--- config.mk ---
export PLATFORM = sky130hd
export DESIGN_NAME = rv0_wbu_i_flat
export DESIGN_NICKNAME = d
export VERILOG_FILES = /design/src/rtl/rv0_pkg.sv /design/src/rtl/rv_sbuf_if.sv /design/src/rtl/rv0_wbu_dec.sv /design/src/rtl/rv0_wbu_i.sv /design/src/flat_wrapper.sv
export SDC_FILE = /design/constraint.sdc
export NUM_CORES = 1
export LEC_CHECK = 0
export CAP_MARGIN = 20
export CORE_ASPECT_RATIO = 0.7
export CORE_MARGIN = 4
export CORE_UTILIZATION = 42
export DETAILED_ROUTE_END_ITERATION = 10
export GPL_TIMING_DRIVEN = 0
export HOLD_SLACK_MARGIN = 0.06
export PLACE_DENSITY_LB_ADDON = 0.05
export SYNTH_ARGS = -nofsm -noshare
export SYNTH_HDL_FRONTEND = slang
export SYNTH_SLANG_ARGS = --single-unit
--- constraint.sdc ---
create_clock -name clk_i -period 2.7 [get_ports clk_i]
set_input_delay 0.54 -clock clk_i [delete_from_list [all_inputs] [get_ports clk_i]]
set_output_delay 0.54 -clock clk_i [all_outputs]
set_load 0.1 [all_outputs]
--- src/rtl/rv0_pkg.sv ---
// rtl/rv0_pkg.sv - RV0 opcode map and instruction field slices
package rv0_pkg;

  localparam logic [6:0] OPC_LUI      = 7'b0110111;
  localparam logic [6:0] OPC_AUIPC    = 7'b0010111;
  localparam logic [6:0] OPC_JAL      = 7'b1101111;
  localparam logic [6:0] OPC_JALR     = 7'b1100111;
  localparam logic [6:0] OPC_OP_IMM   = 7'b0010011;
  localparam logic [6:0] OPC_OP       = 7'b0110011;
  localparam logic [6:0] OPC_LOAD     = 7'b0000011;
  localparam logic [6:0] OPC_SYSTEM   = 7'b1110011;
  localparam logic [6:0] OPC_BRANCH   = 7'b1100011;
  localparam logic [6:0] OPC_STORE    = 7'b0100011;
  localparam logic [6:0] OPC_MISC_MEM = 7'b0001111;

  localparam int OPC_MSB = 6;
  localparam int OPC_LSB = 0;
  localparam int RD_MSB  = 11;
  localparam int RD_LSB  = 7;
  localparam int F3_MSB  = 14;
  localparam int F3_LSB  = 12;

  typedef struct packed {
    logic       wr_rd;
    logic [4:0] rd;
  } wb_dec_t;

endpackage

--- src/rtl/rv_sbuf_if.sv ---
// rtl/rv_sbuf_if.sv - pipeline buffer link between EXU (source) and WBU (sink)
interface rv_sbuf_if #(
  parameter int XLEN = 32
);
  logic [31:0]     insn;
  logic [XLEN-1:0] addr;
  logic [XLEN-1:0] idata1;
  logic            rdy;
  logic            ack;

  modport source (output insn, output addr, output idata1, output rdy, input ack);
  modport sink   (input insn, input addr, input idata1, input rdy, output ack);
endinterface

--- src/rtl/rv0_wbu_dec.sv ---
// rtl/rv0_wbu_dec.sv - decodes whether an insn writes rd, and which rd
module rv0_wbu_dec
  import rv0_pkg::*;
(
  input  logic [31:0] insn_i,
  output logic        wr_rd_o,
  output logic [4:0]  rd_o
);

  logic [6:0] opc;
  logic [2:0] funct3;
  logic       unused_insn;

  assign opc         = insn_i[OPC_MSB:OPC_LSB];
  assign funct3      = insn_i[F3_MSB:F3_LSB];
  assign rd_o        = insn_i[RD_MSB:RD_LSB];
  assign unused_insn = ^insn_i[31:15];

  always_comb begin
    wr_rd_o = 1'b0;
    unique case (opc)
      OPC_LUI, OPC_AUIPC, OPC_JAL, OPC_JALR,
      OPC_OP_IMM, OPC_OP, OPC_LOAD: wr_rd_o = 1'b1;
      // funct3==0 is ECALL/EBREAK; the CSR ops write rd
      OPC_SYSTEM:                   wr_rd_o = (funct3 != 3'd0);
      default:                      wr_rd_o = 1'b0;
    endcase
  end

endmodule

--- src/rtl/rv0_wbu_i.sv ---
// rtl/rv0_wbu_i.sv - integer writeback: one-entry hold register, regfile write, retire and bypass
module rv0_wbu_i
  import rv0_pkg::*;
#(
  parameter int XLEN = 32,
  parameter int FLEN = 32
) (
  input  logic            clk_i,
  input  logic            rst_ni,
  input  logic            wbu_flush_i,
  rv_sbuf_if.sink         exu_sbuf_if,
  input  logic            rf_busy_i,
  output logic            rf_we_o,
  output logic [4:0]      rf_waddr_o,
  output logic [XLEN-1:0] rf_wdata_o,
  output logic            retire_o,
  output logic [XLEN-1:0] retire_addr_o,
  output logic            fwd_vld_o,
  output logic [4:0]      fwd_rd_o,
  output logic [XLEN-1:0] fwd_data_o,
  output logic [63:0]     minstret_o
);

  if (!(XLEN == 32 || XLEN == 64) || !(FLEN == 32 || FLEN == 64)) begin : g_bad_width
    $error("rv0_wbu_i: XLEN/FLEN must be 32 or 64");
  end

  logic            run_q, run_d;
  logic            wb_vld_q, wb_vld_d;
  logic            wr_rd_q, wr_rd_d;
  logic [4:0]      rd_q, rd_d;
  logic [XLEN-1:0] addr_q, addr_d;
  logic [XLEN-1:0] data_q, data_d;
  logic [63:0]     minstret_q, minstret_d;

  logic            dec_wr_rd;
  logic [4:0]      dec_rd;
  logic            commit;
  logic            commit_ok;
  logic            ack;
  logic            accept;

  rv0_wbu_dec u_dec (
    .insn_i  (exu_sbuf_if.insn),
    .wr_rd_o (dec_wr_rd),
    .rd_o    (dec_rd)
  );

  always_comb begin
    commit    = wb_vld_q && !rf_busy_i;
    commit_ok = commit && !wbu_flush_i;
    // run_q keeps ack low through reset and for the first edge after release
    ack       = run_q && !wbu_flush_i && (!wb_vld_q || commit);
    accept    = exu_sbuf_if.rdy && ack;

    run_d      = 1'b1;
    wb_vld_d   = wb_vld_q;
    wr_rd_d    = wr_rd_q;
    rd_d       = rd_q;
    addr_d     = addr_q;
    data_d     = data_q;
    minstret_d = minstret_q + {63'd0, commit_ok};

    if (wbu_flush_i) begin
      wb_vld_d = 1'b0;
    end else if (accept) begin
      wb_vld_d = 1'b1;
    end else if (commit) begin
      wb_vld_d = 1'b0;
    end

    if (accept) begin
      wr_rd_d = dec_wr_rd;
      rd_d    = dec_rd;
      addr_d  = exu_sbuf_if.addr;
      data_d  = exu_sbuf_if.idata1;
    end
  end

  always_ff @(posedge clk_i or negedge rst_ni) begin
    if (!rst_ni) begin
      run_q      <= 1'b0;
      wb_vld_q   <= 1'b0;
      wr_rd_q    <= 1'b0;
      rd_q       <= 5'd0;
      addr_q     <= '0;
      data_q     <= '0;
      minstret_q <= 64'd0;
    end else begin
      run_q      <= run_d;
      wb_vld_q   <= wb_vld_d;
      wr_rd_q    <= wr_rd_d;
      rd_q       <= rd_d;
      addr_q     <= addr_d;
      data_q     <= data_d;
      minstret_q <= minstret_d;
    end
  end

  assign exu_sbuf_if.ack = ack;

  assign rf_we_o       = commit_ok && wr_rd_q && (rd_q != 5'd0);
  assign rf_waddr_o    = rd_q;
  assign rf_wdata_o    = data_q;
  assign retire_o      = commit_ok;
  assign retire_addr_o = addr_q;
  assign fwd_vld_o     = wb_vld_q && wr_rd_q && (rd_q != 5'd0);
  assign fwd_rd_o      = rd_q;
  assign fwd_data_o    = data_q;
  assign minstret_o    = minstret_q;

endmodule
--- src/flat_wrapper.sv ---
// flat-port wrapper written by rule: the top's interface ports become plain ports
module rv0_wbu_i_flat import rv0_pkg::*;
#(
  parameter int XLEN = 32,
  parameter int FLEN = 32
)
  (clk_i, rst_ni, wbu_flush_i, rf_busy_i, rf_we_o, rf_waddr_o, rf_wdata_o, retire_o, retire_addr_o, fwd_vld_o, fwd_rd_o, fwd_data_o, minstret_o, exu_sbuf_if_insn, exu_sbuf_if_addr, exu_sbuf_if_idata1, exu_sbuf_if_rdy, exu_sbuf_if_ack);
  rv_sbuf_if #(.XLEN(XLEN)) exu_sbuf_if_i ();
  input  logic clk_i;
  input  logic rst_ni;
  input  logic wbu_flush_i;
  input  logic rf_busy_i;
  output logic rf_we_o;
  output logic [4:0] rf_waddr_o;
  output logic [XLEN-1:0] rf_wdata_o;
  output logic retire_o;
  output logic [XLEN-1:0] retire_addr_o;
  output logic fwd_vld_o;
  output logic [4:0] fwd_rd_o;
  output logic [XLEN-1:0] fwd_data_o;
  output logic [63:0] minstret_o;
  input wire logic [$bits(exu_sbuf_if_i.insn)-1:0] exu_sbuf_if_insn;
  input wire logic [$bits(exu_sbuf_if_i.addr)-1:0] exu_sbuf_if_addr;
  input wire logic [$bits(exu_sbuf_if_i.idata1)-1:0] exu_sbuf_if_idata1;
  input wire logic [$bits(exu_sbuf_if_i.rdy)-1:0] exu_sbuf_if_rdy;
  output wire logic [$bits(exu_sbuf_if_i.ack)-1:0] exu_sbuf_if_ack;
  assign exu_sbuf_if_i.insn = exu_sbuf_if_insn;
  assign exu_sbuf_if_i.addr = exu_sbuf_if_addr;
  assign exu_sbuf_if_i.idata1 = exu_sbuf_if_idata1;
  assign exu_sbuf_if_i.rdy = exu_sbuf_if_rdy;
  assign exu_sbuf_if_ack = exu_sbuf_if_i.ack;
  rv0_wbu_i #(.XLEN(XLEN), .FLEN(FLEN)) u_core (.clk_i(clk_i), .rst_ni(rst_ni), .wbu_flush_i(wbu_flush_i), .exu_sbuf_if(exu_sbuf_if_i), .rf_busy_i(rf_busy_i), .rf_we_o(rf_we_o), .rf_waddr_o(rf_waddr_o), .rf_wdata_o(rf_wdata_o), .retire_o(retire_o), .retire_addr_o(retire_addr_o), .fwd_vld_o(fwd_vld_o), .fwd_rd_o(fwd_rd_o), .fwd_data_o(fwd_data_o), .minstret_o(minstret_o));
endmodule
==> run_results.csv, run 1 <==
group,metric,value,unit
floorplan,rows,36,
sta,skew,10.2,ps
floorplan,io_pins,275,
layout,fillers,1057,
sta,fin_crit,2640,ps
yosys,ys_warn_count,0,
detailed_routing,wl_per_cell,18.1,um
sta,fin_crit_sh,0.977,
power,p_per_area,899,nW/um2
grt,grt_pass1_wl,27000,um
placement,dp.cells,927,
power,p_clk_frac,0.269,
power,sw_frac_of_total,0.453,
floorplan,fp.dieH,109,um
setup_path,worstPathCellList,"clkdlybuf4s50_1",
detailed_routing,vias,4672,
sta,worst_pin_slew,1050,ps
detailed_routing,firstDrtPassIters,4,
power,p_seq_frac,0.280,
setup_path,path_max_fanout,7,
floorplan,die_area,16500,um2
clock_tree,tritoncts,"built",
floorplan,initial_core_util,0.432,
power,combPwrFrac,0.451,
clock_tree,clock_latency,410,ps
grt,grt.total_usage,0.215,
setup_path,required,2160,ps
job,maxCapViolations,0,
placement,dpl.hpwl,13300,um
clock_tree,cts_buffer_depth,2,
yosys,ys_types,40,
yosys,synth_common_cells,"dfrtp_1 (136), mux2_2 (69), buf_4 (37)",
sta,fin_ws,62.2,ps
layout,final_cells,962,
setup_path,crit_family,"buffers and inverters",
yosys,synth_edf_count,0,
grt,grt_max_degree,101,
yosys,synth.largest_area_cell,"dfrtp_1",
clock_tree,clkTransAtPathRegs,60,ps
yosys,syn-num-nets,582,
power,p_int,4.81,mW
yosys,synth_top_cell_area_share,0.561,
placement,place.gp.congestion,0.840,
detailed_routing,drcViolationCount,0,
sta,slew-limit-headroom,0.295,
yosys,yosys-top-cells-area,"dfrtp_1 (56%), mux2_2 (13%), xor2_1 (4.8%), buf_4 (4.6%), xnor2_1 (4.2%)",
layout,layout-drive-gt1-share,0.262,
setup_path,endpoint_kind,"output port",
detailed_routing,postRouteAntennaNets,0,
power,ir_drop,419,uV
layout,nets,862,
grt,grt_pass1_vias,4798,
yosys,synth-main-ff-cell,"dfrtp_1",
yosys,syn_inst,479,
outcome,status,"completed",
setup_path,cpMaxStageDelayCell,"clkdlybuf4s50_1",
layout,n_antenna_cell,0,
yosys,avgSynthCellArea,12.7,um2
min_path,min_path_type,"reg2reg",
setup_path,startpoint_type,"flip-flop",
clock_tree,cts_buffers,17,
yosys,yosysSeqAreaShare,0.561,
sta,rsz0062_at_grt,"false",
detailed_routing,drt_iter0_drc,146,
detailed_routing,wl,17400,um
grt,antenna_found_initial,2,
detailed_routing,vias_per_cell,4.86,
yosys,async_reset_ff_frac,1.00,
layout,syn2layout_area_growth,61.0,%
clock_tree,htreeDepth,4,
setup_path,worst_path_largest_cell_delay,1210,ps
sta,maxSlewViolCount,0,
setup_path,critPathKind,"reg2out",
sta,fmax,379,MHz
clock_tree,clock_sinks,136,
yosys,syn-cell-area,6070,um2
power,total_power,8.79,mW
sta,finalHoldViolations,0,
floorplan,die_w,152,um
power,leakage,4.33,nW
yosys,synth-seq-cells,136,
sta,setup_violations,0,
grt,overflow,0,
setup_path,critPathArrivalTime,2100,ps
power,power.switching,3.98,mW
placement,io_buffers,257,
yosys,synth.most_common_cell,"dfrtp_1",
placement,pre_cts_ws,-454,ps
floorplan,core_area,14100,um2
sta,whs,484,ps
clock_tree,root_buffer,"clkbuf_16",
setup_path,path_buf_inv,1,
[power groups by stage]
stage	clock, mW	sequential [mW]	combinational, mW
after floorplan	0	4.19	1.29
after global placement	0	2.48	3.96
after detailed placement	0	2.50	3.99
after CTS	2.42	2.46	4.00
after global routing	2.51	2.50	4.07
final	2.37	2.46	3.96
[cell usage in the layout (no fill, tap or decap), types with 14 or more instances in the layout]
cell type	instances
nand2_1	23
inv_1	14
mux2_2	69
xnor2_1	29
clkdlybuf4s50_1	250
nand3_1	19
nand4_1	18
clkbuf_16	17
nor2_1	16
dfrtp_1	136
buf_4	39
xor2_1	33
[kinds of logic after synthesis]
group                      after synthesis  synth area share
and+or+nand+nor                        141             0.145
adders and majority gates                2           0.00412
DFF                                    136             0.561
other                                    1          0.000618
AOI/OAI and AO/OA                        7           0.00825
xor gates and xnor gates                62            0.0895
buffers and inverters                   61            0.0633
muxes                                   69             0.128
[worst paths after layout]
path,from,cells past startpoint,to,slack (ps)
setup / recovery,u_core.minstret_o[19]$_DFF_PN0_,1,minstret_o[19],60
hold / removal,u_core.minstret_o[63]$_DFF_PN0_,1,u_core.minstret_o[63]$_DFF_PN0_,480
setup reg to reg,u_core.wb_vld_q$_DFFE_PN0P_,10,u_core.minstret_o[42]$_DFF_PN0_,350
hold reg to reg,u_core.minstret_o[63]$_DFF_PN0_,1,u_core.minstret_o[63]$_DFF_PN0_,480
max in group asynchronous,rst_ni,3,u_core.fwd_data_o[1]$_DFFE_PN0P_,1280
min in group asynchronous,rst_ni,2,u_core.retire_addr_o[0]$_DFFE_PN0P_,600
[sequential cells by signal, indices dropped and copies added (netlist names)]
register	cells
u_core.fwd_data_o	32
u_core.fwd_rd_o	5
u_core.minstret_o	64
u_core.retire_addr_o	32
u_core.run_q	1
u_core.wb_vld_q	1
u_core.wr_rd_q	1
[routing by layer]
layer / up-vias / share of wire / track usage / routed length [um]
li1: 2204 / - / - / -
met1: 2301 / 0.42 / 0.274 / 7410
met2: 144 / 0.49 / 0.349 / 8460
met3: 19 / 0.077 / 0.0783 / 1340
met4: 4 / 0.011 / 0.0615 / 197
met5: - / 0.0020 / 0 / 35
[timing repair]
item / 4_1_cts / 5_1_grt
endpoints found under the setup margin: 4 / 8
setup buffers: 0 / 2
pin swaps: 0 / 1
resized for setup: 15 / 3
hold buffers: 1 / 0
hold endpoints to repair: 36 / 0
[stage by stage]
step	util	instance area (um2)	setup TNS, ps
finish	0.695	9770	0
CTS	0.694	9760	0
detailed placement	0.651	9150	-7620
global route	0.695	9770	0
floorplan	-	6310	-6790
global placement	0.649	9120	-585980
[final cells by class]
cell class | count | area (um2) | area share
flip-flops and latches | 136 | 3400 | 0.348
repair buffers | 261 | 2620 | 0.268
multi-input cells | 282 | 2510 | 0.257
clock buffers | 24 | 492 | 0.0503
plain buffers | 47 | 340 | 0.0348
well taps | 190 | 238 | 0.0243
clock inverters | 8 | 118 | 0.0120
inverters | 14 | 52.6 | 0.00538
Note: power is estimated with default switching activity, not from simulation.
==> run 2, diff against run 1 <==
Settings changed: CORE_UTILIZATION 42 to 46, DONT_BUFFER_PORTS from default to 1.
==> run 2 against run 1 <==
Compared with the run above:
- the run now ends with negative hold slack left
- critical endpoint is now rf_we_o
- die area fell by 8.2%
- final area fell by 22%
- total power decreased by 8.9%
- largest power group is now registers
- cell count is 28% lower
- via count shrank 18%
- flip-flop and latch count is the same
- first-iteration DRC count is 42% higher
- non-clock buffer count fell by 238
- clock power rose by 3%
- largest cell class unchanged
- critical path depth increased by 2
- sequential power grew 72%
- highest routed layer is now met4
- setup slack better by 22 ps
==> run_results.csv, run 2 (synthesized netlist as in run 1, its figures left out) <==
group,metric,value,unit
outcome,status,"complete, but fails checks",
outcome,violations,"negative hold slack",
clock_tree,htreeDepth,4,
sta,worst_pin_slew,1100,ps
sta,fin_ws,84.1,ps
floorplan,rows,34,
setup_path,path_buf_inv,0,
grt,grt_pass1_vias,3969,
floorplan,io_pins,275,
detailed_routing,highest_layer,"met4",
placement,io_buffers,0,
detailed_routing,drt_iter0_drc,207,
grt,grt_max_degree,137,
floorplan,die_area,15100,um2
detailed_routing,met1_length,6020,um
detailed_routing,wl_per_cell,21.0,um
detailed_routing,drcViolationCount,0,
sta,fin_tns_setup,0,ps
setup_path,endpoint_kind,"output port",
placement,dpl.hpwl,10600,um
detailed_routing,wl_met3,1500,um
layout,layout-drive-gt1-share,0.505,
layout,utilization,0.600,
sta,slew-limit-headroom,0.265,
grt,antenna_found_initial,0,
setup_path,r2r_slack,120,ps
sta,fmax,382,MHz
grt,grt_pass1_wl,23400,um
setup_path,cpMaxStageDelayCell,"dfrtp_2",
detailed_routing,wl,14600,um
setup_path,r2r_end,"u_core.minstret_o[45]$_DFF_PN0_",
sta,fin_crit_sh,0.969,
setup_path,reg2regPathDepth,6,
clock_tree,cts_buffer_depth,2,
placement,dp.cells,641,
detailed_routing,vias,3812,
sta,rsz0062_at_grt,"false",
job,maxCapViolations,0,
power,p_per_area,1050,nW/um2
layout,final_cell_mix,"dfrtp_1 (98), mux2_2 (69), buf_4 (46), dfrtp_2 (36), xor2_1 (33)",
grt,overflow,0,
clock_tree,tritoncts,"built",
detailed_routing,postRouteAntennaNets,0,
placement,place.gp.congestion,0.778,
detailed_routing,firstDrtPassIters,4,
power,ir_drop,605,uV
setup_path,startpoint_type,"flip-flop",
layout,syn2layout_area_growth,25.3,%
sta,setup_violations,0,
layout,final_common_cell,"dfrtp_1",
clock_tree,clock_latency,410,ps
setup_path,worstPathCellList,"or4_1 > o21ai_2 > nor2b_4",
sta,whs,-181,ps
setup_path,worst_path_largest_cell_delay,610,ps
setup_path,reg2reg_from,"u_core.minstret_o[10]$_DFF_PN0_",
floorplan,die_w,145,um
clock_tree,cts_buffers,17,
setup_path,critPathArrivalTime,2080,ps
clock_tree,clkTransAtPathRegs,60,ps
sta,fin_crit,2620,ps
power,leakage,3.46,nW
layout,n_antenna_cell,0,
clock_tree,clock_sinks,136,
min_path,min_path_type,"in2async",
layout,largest_register_ffs,64,
sta,maxSlewViolCount,0,
layout,final_cells,697,
placement,pre_cts_ws,-742,ps
detailed_routing,dr_wl_met2,6900,um
setup_path,path_max_fanout,4,
setup_path,required,2160,ps
floorplan,initial_core_util,0.479,
sta,finalHoldViolations,136,
layout,nets,625,
detailed_routing,vias_per_cell,5.47,
floorplan,fp.dieH,104,um
grt,grt.total_usage,0.198,
setup_path,critPathLaunch,"u_core.fwd_rd_o[1]$_DFFE_PN0P_",
clock_tree,root_buffer,"clkbuf_16",
floorplan,core_area,12700,um2
setup_path,critPathKind,"reg2out",
sta,skew,9.84,ps
setup_path,crit_family,"simple AND/OR/NAND/NOR gates",
==> run 2: cell types whose count changed in the layout (fill, tap and decap cells not counted), sizes merged <==
cell | before | now
nand3 | 25 | 26
clkinv | 4 | 3
clkinvlp | 1 | 3
inv | 14 | 17
clkdlybuf4s50 | 250 | 0
clkdlybuf4s15 | 1 | 0
buf | 51 | 67
dlygate4sd3 | 1 | 0
clkbuf | 27 | 23
dlymetal6s2s | 2 | 0
==> run 2: cell type report <==
| class | count | area (um2) |
|---|---|---|
| clock inverters | 12 | 165 |
| fillers | 1006 | 5080 |
| multi-input cells | 283 | 2640 |
| clock buffers | 20 | 467 |
| inverters | 14 | 52.6 |
| flip-flops and latches | 136 | 3460 |
| plain buffers | 47 | 340 |
| well taps | 162 | 203 |
| repair buffers | 23 | 277 |
==> run 2: what timing repair did <==
action / CTS / global route
resized for setup: 47 / 30
endpoints found under the setup margin: 120 / 38
setup buffers: 17 / 2
hold endpoints to repair: 136 / 136
cloned: 2 / 0
pin swaps: 21 / 1
==> run 2: routing by layer <==
metal / global-route usage / up-vias
li1: - / 1740
met1: 0.249 / 1890
met2: 0.302 / 165
met3: 0.0958 / 17
met4: 0.0596 / 0
met5: 0 / -
==> run 2: worst max path at each step <==
stage | end | slack, ps | depth (start not counted)
floorplan | u_core.minstret_o[42]$_DFF_PN0_ | -260 | 8
finish | rf_we_o | 80 | 3
detailed placement | u_core.minstret_o[52]$_DFF_PN0_ | -740 | 8
CTS | u_core.minstret_o[25]$_DFF_PN0_ | -350 | 9
global placement | u_core.minstret_o[52]$_DFF_PN0_ | -720 | 8
global route | u_core.minstret_o[45]$_DFF_PN0_ | 3 | 6
==> run 2: power by group <==
group          leakage [nW]  switching (mW)  total (mW)  internal, mW
Combinational          1.51            1.01        1.34         0.335
Clock                 0.300           0.898        2.44          1.54
Sequential             1.65            1.98        4.22          2.24
==> run 2: stage by stage <==
stage / power (mW) / area [um2]
after floorplan: 5.47 / 6310
after global placement: 5.59 / 6510
after detailed placement: 5.61 / 6510
after CTS: 8.07 / 7490
after global routing: 8.23 / 7600
final: 8.00 / 7600
==> run 3, diff against run 2 <==
Settings changed: CORE_UTILIZATION 46 to 50.
==> run 3 against run 2 <==
Compared with the run above:
- combinational power is essentially flat
- via count rose by 1.4%
- register-to-register slack worse by 450 ps
- the run ends with negative hold slack, negative setup slack left
- critical path type is now reg2reg
==> run_results.csv, run 3 (synthesized netlist as in run 1, its figures left out) <==
group,metric,value,unit
floorplan,io_pins,275,
floorplan,rows,33,
outcome,violations,"negative hold slack, negative setup slack",
setup_path,critPathArrivalTime,3360,ps
floorplan,fp.dieH,100,um
grt,grt.busiest_layer,"met2",
grt,grt_pass1_vias,4045,
floorplan,core_area,11800,um2
sta,fin_tns_setup,-9640,ps
power,p_per_area,1040,nW/um2
floorplan,die_w,140,um
setup_path,path_max_fanout,5,
layout,nets,635,
placement,dpl.hpwl,11000,um
clock_tree,clock_sinks,136,
detailed_routing,drt_iter0_drc,159,
detailed_routing,wl_per_cell,21.9,um
grt,antenna_found_initial,0,
layout,largest_register_ffs,64,
grt,grt.total_usage,0.222,
layout,utilization,0.651,
min_path,min_path_type,"in2async",
layout,final_common_cell,"dfrtp_1",
placement,pre_cts_ws,-686,ps
sta,rsz0062_at_grt,"true",
clock_tree,tritoncts,"built",
clock_tree,htreeDepth,4,
power,p_seq_frac,0.533,
power,p_clk_frac,0.298,
sta,fmax,330,MHz
sta,fin_crit,3030,ps
sta,finalHoldViolations,136,
setup_path,startpoint_type,"flip-flop",
floorplan,die_area,14000,um2
setup_path,required,3030,ps
layout,syn2layout_area_growth,26.1,%
power,total_power,7.94,mW
sta,whs,-178,ps
grt,grt_max_degree,137,
power,power.switching,3.88,mW
placement,io_buffers,0,
sta,fin_ws,-326,ps
outcome,status,"complete, but fails checks",
clock_tree,cts_buffer_depth,2,
clock_tree,cts_buffers,17,
detailed_routing,wl,15400,um
job,maxCapViolations,0,
grt,overflow,0,
sta,setup_violations,52,
grt,gr-usage-met2,0.361,
placement,place.gp.congestion,0.791,
sta,worst_pin_slew,1140,ps
clock_tree,clkTransAtPathRegs,60,ps
sta,fin_crit_sh,1.12,
power,p_int,4.06,mW
detailed_routing,vias,3864,
layout,layout-drive-gt1-share,0.476,
layout,n_antenna_cell,0,
floorplan,initial_core_util,0.516,
sta,slew-limit-headroom,0.241,
sta,maxSlewViolCount,0,
power,ir_drop,685,uV
power,combPwrFrac,0.169,
grt,use_met3,0.0986,
grt,gr-usage-met1,0.269,
clock_tree,clock_latency,420,ps
sta,skew,9.39,ps
power,leakage,3.62,nW
setup_path,critPathKind,"reg2reg",
setup_path,endpoint_kind,"flip-flop",
power,sw_frac_of_total,0.488,
detailed_routing,drcViolationCount,0,
grt,grt_pass1_wl,23600,um
detailed_routing,firstDrtPassIters,4,
detailed_routing,vias_per_cell,5.51,
clock_tree,root_buffer,"clkbuf_16",
layout,final_cell_mix,"dfrtp_1 (123), mux2_2 (69), buf_4 (49), xor2_1 (33), xnor2_1 (28)",
detailed_routing,postRouteAntennaNets,0,
-- run 3: cell types whose count changed in the layout (fill, tap and decap cells not counted), moves of 4 or more --
cell | previous run | this run
dfrtp_2 | 36 | 13
dfrtp_1 | 98 | 123
clkinv_2 | 0 | 4
buf_6 | 9 | 19
-- run 3: final timing paths --
path / depth (start not counted) / slack, ps / end / from
max: 12 / -330 / u_core.minstret_o[52]$_DFF_PN0_ / u_core.wb_vld_q$_DFFE_PN0P_
min reg2reg: 2 / 560 / u_core.wr_rd_q$_DFFE_PN0P_ / u_core.wr_rd_q$_DFFE_PN0P_
min in group clk_i: 1 / 270 / u_core.fwd_data_o[27]$_DFFE_PN0P_ / exu_sbuf_if_idata1[27]
max in group asynchronous: 0 / 2590 / u_core.minstret_o[36]$_DFF_PN0_ / rst_ni
min: 0 / -180 / u_core.fwd_rd_o[3]$_DFFE_PN0P_ / rst_ni
max reg2reg: 12 / -330 / u_core.minstret_o[52]$_DFF_PN0_ / u_core.wb_vld_q$_DFFE_PN0P_
-- run 3: through the flow --
stage	instances	instance area, um2
3_5_place_dp	636	6500
4_1_cts	694	7540
3_3_place_gp	636	6500
5_1_grt	701	7650
6_report	701	7650
2_1_floorplan	479	6310
-- run 3: critical path, stage by stage, from the launching register on --
cell	delay, ps
dfrtp_1	370
inv_2	60
nor3_4	900
ha_4	290
buf_12	110
ha_4	130
nand3_4	100
nor3_4	220
buf_6	150
nand4_1	130
buf_6	200
nor3_4	120
xor2_1	160
-- run 3: power by group through the flow --
| stage | logic (mW) | registers [mW] | clock network (mW) |
|---|---|---|---|
| final | 1.34 | 4.23 | 2.36 |
| after global routing | 1.39 | 4.27 | 2.51 |
| after CTS | 1.35 | 4.24 | 2.40 |
| after detailed placement | 1.35 | 4.27 | 0 |
| after global placement | 1.33 | 4.26 | 0 |
| after floorplan | 1.29 | 4.19 | 0 |
-- run 3: area by class of cell --
type	count	area [um2]
clock inverter	12	151
buffer	47	340
clock buffer	19	453
inverter	14	52.6
multi-input combinational	283	2700
tap	157	196
timing repair buffer	33	344
fill	905	4110
sequential	136	3420
-- run 3: per-layer routing --
metal | part of all wire | routed length, um
met2 | 0.49 | 7560
met5 | 0 | 0
met3 | 0.10 | 1540
met1 | 0.39 | 6030
met4 | 0.015 | 238
-- run 3: what timing repair did --
action	in CTS	in global routing
resized for setup	51	21
hold endpoints to repair	136	136
pin swaps	22	18
endpoints found under the setup margin	119	55
buffers inserted	27	11
cloned	2	0
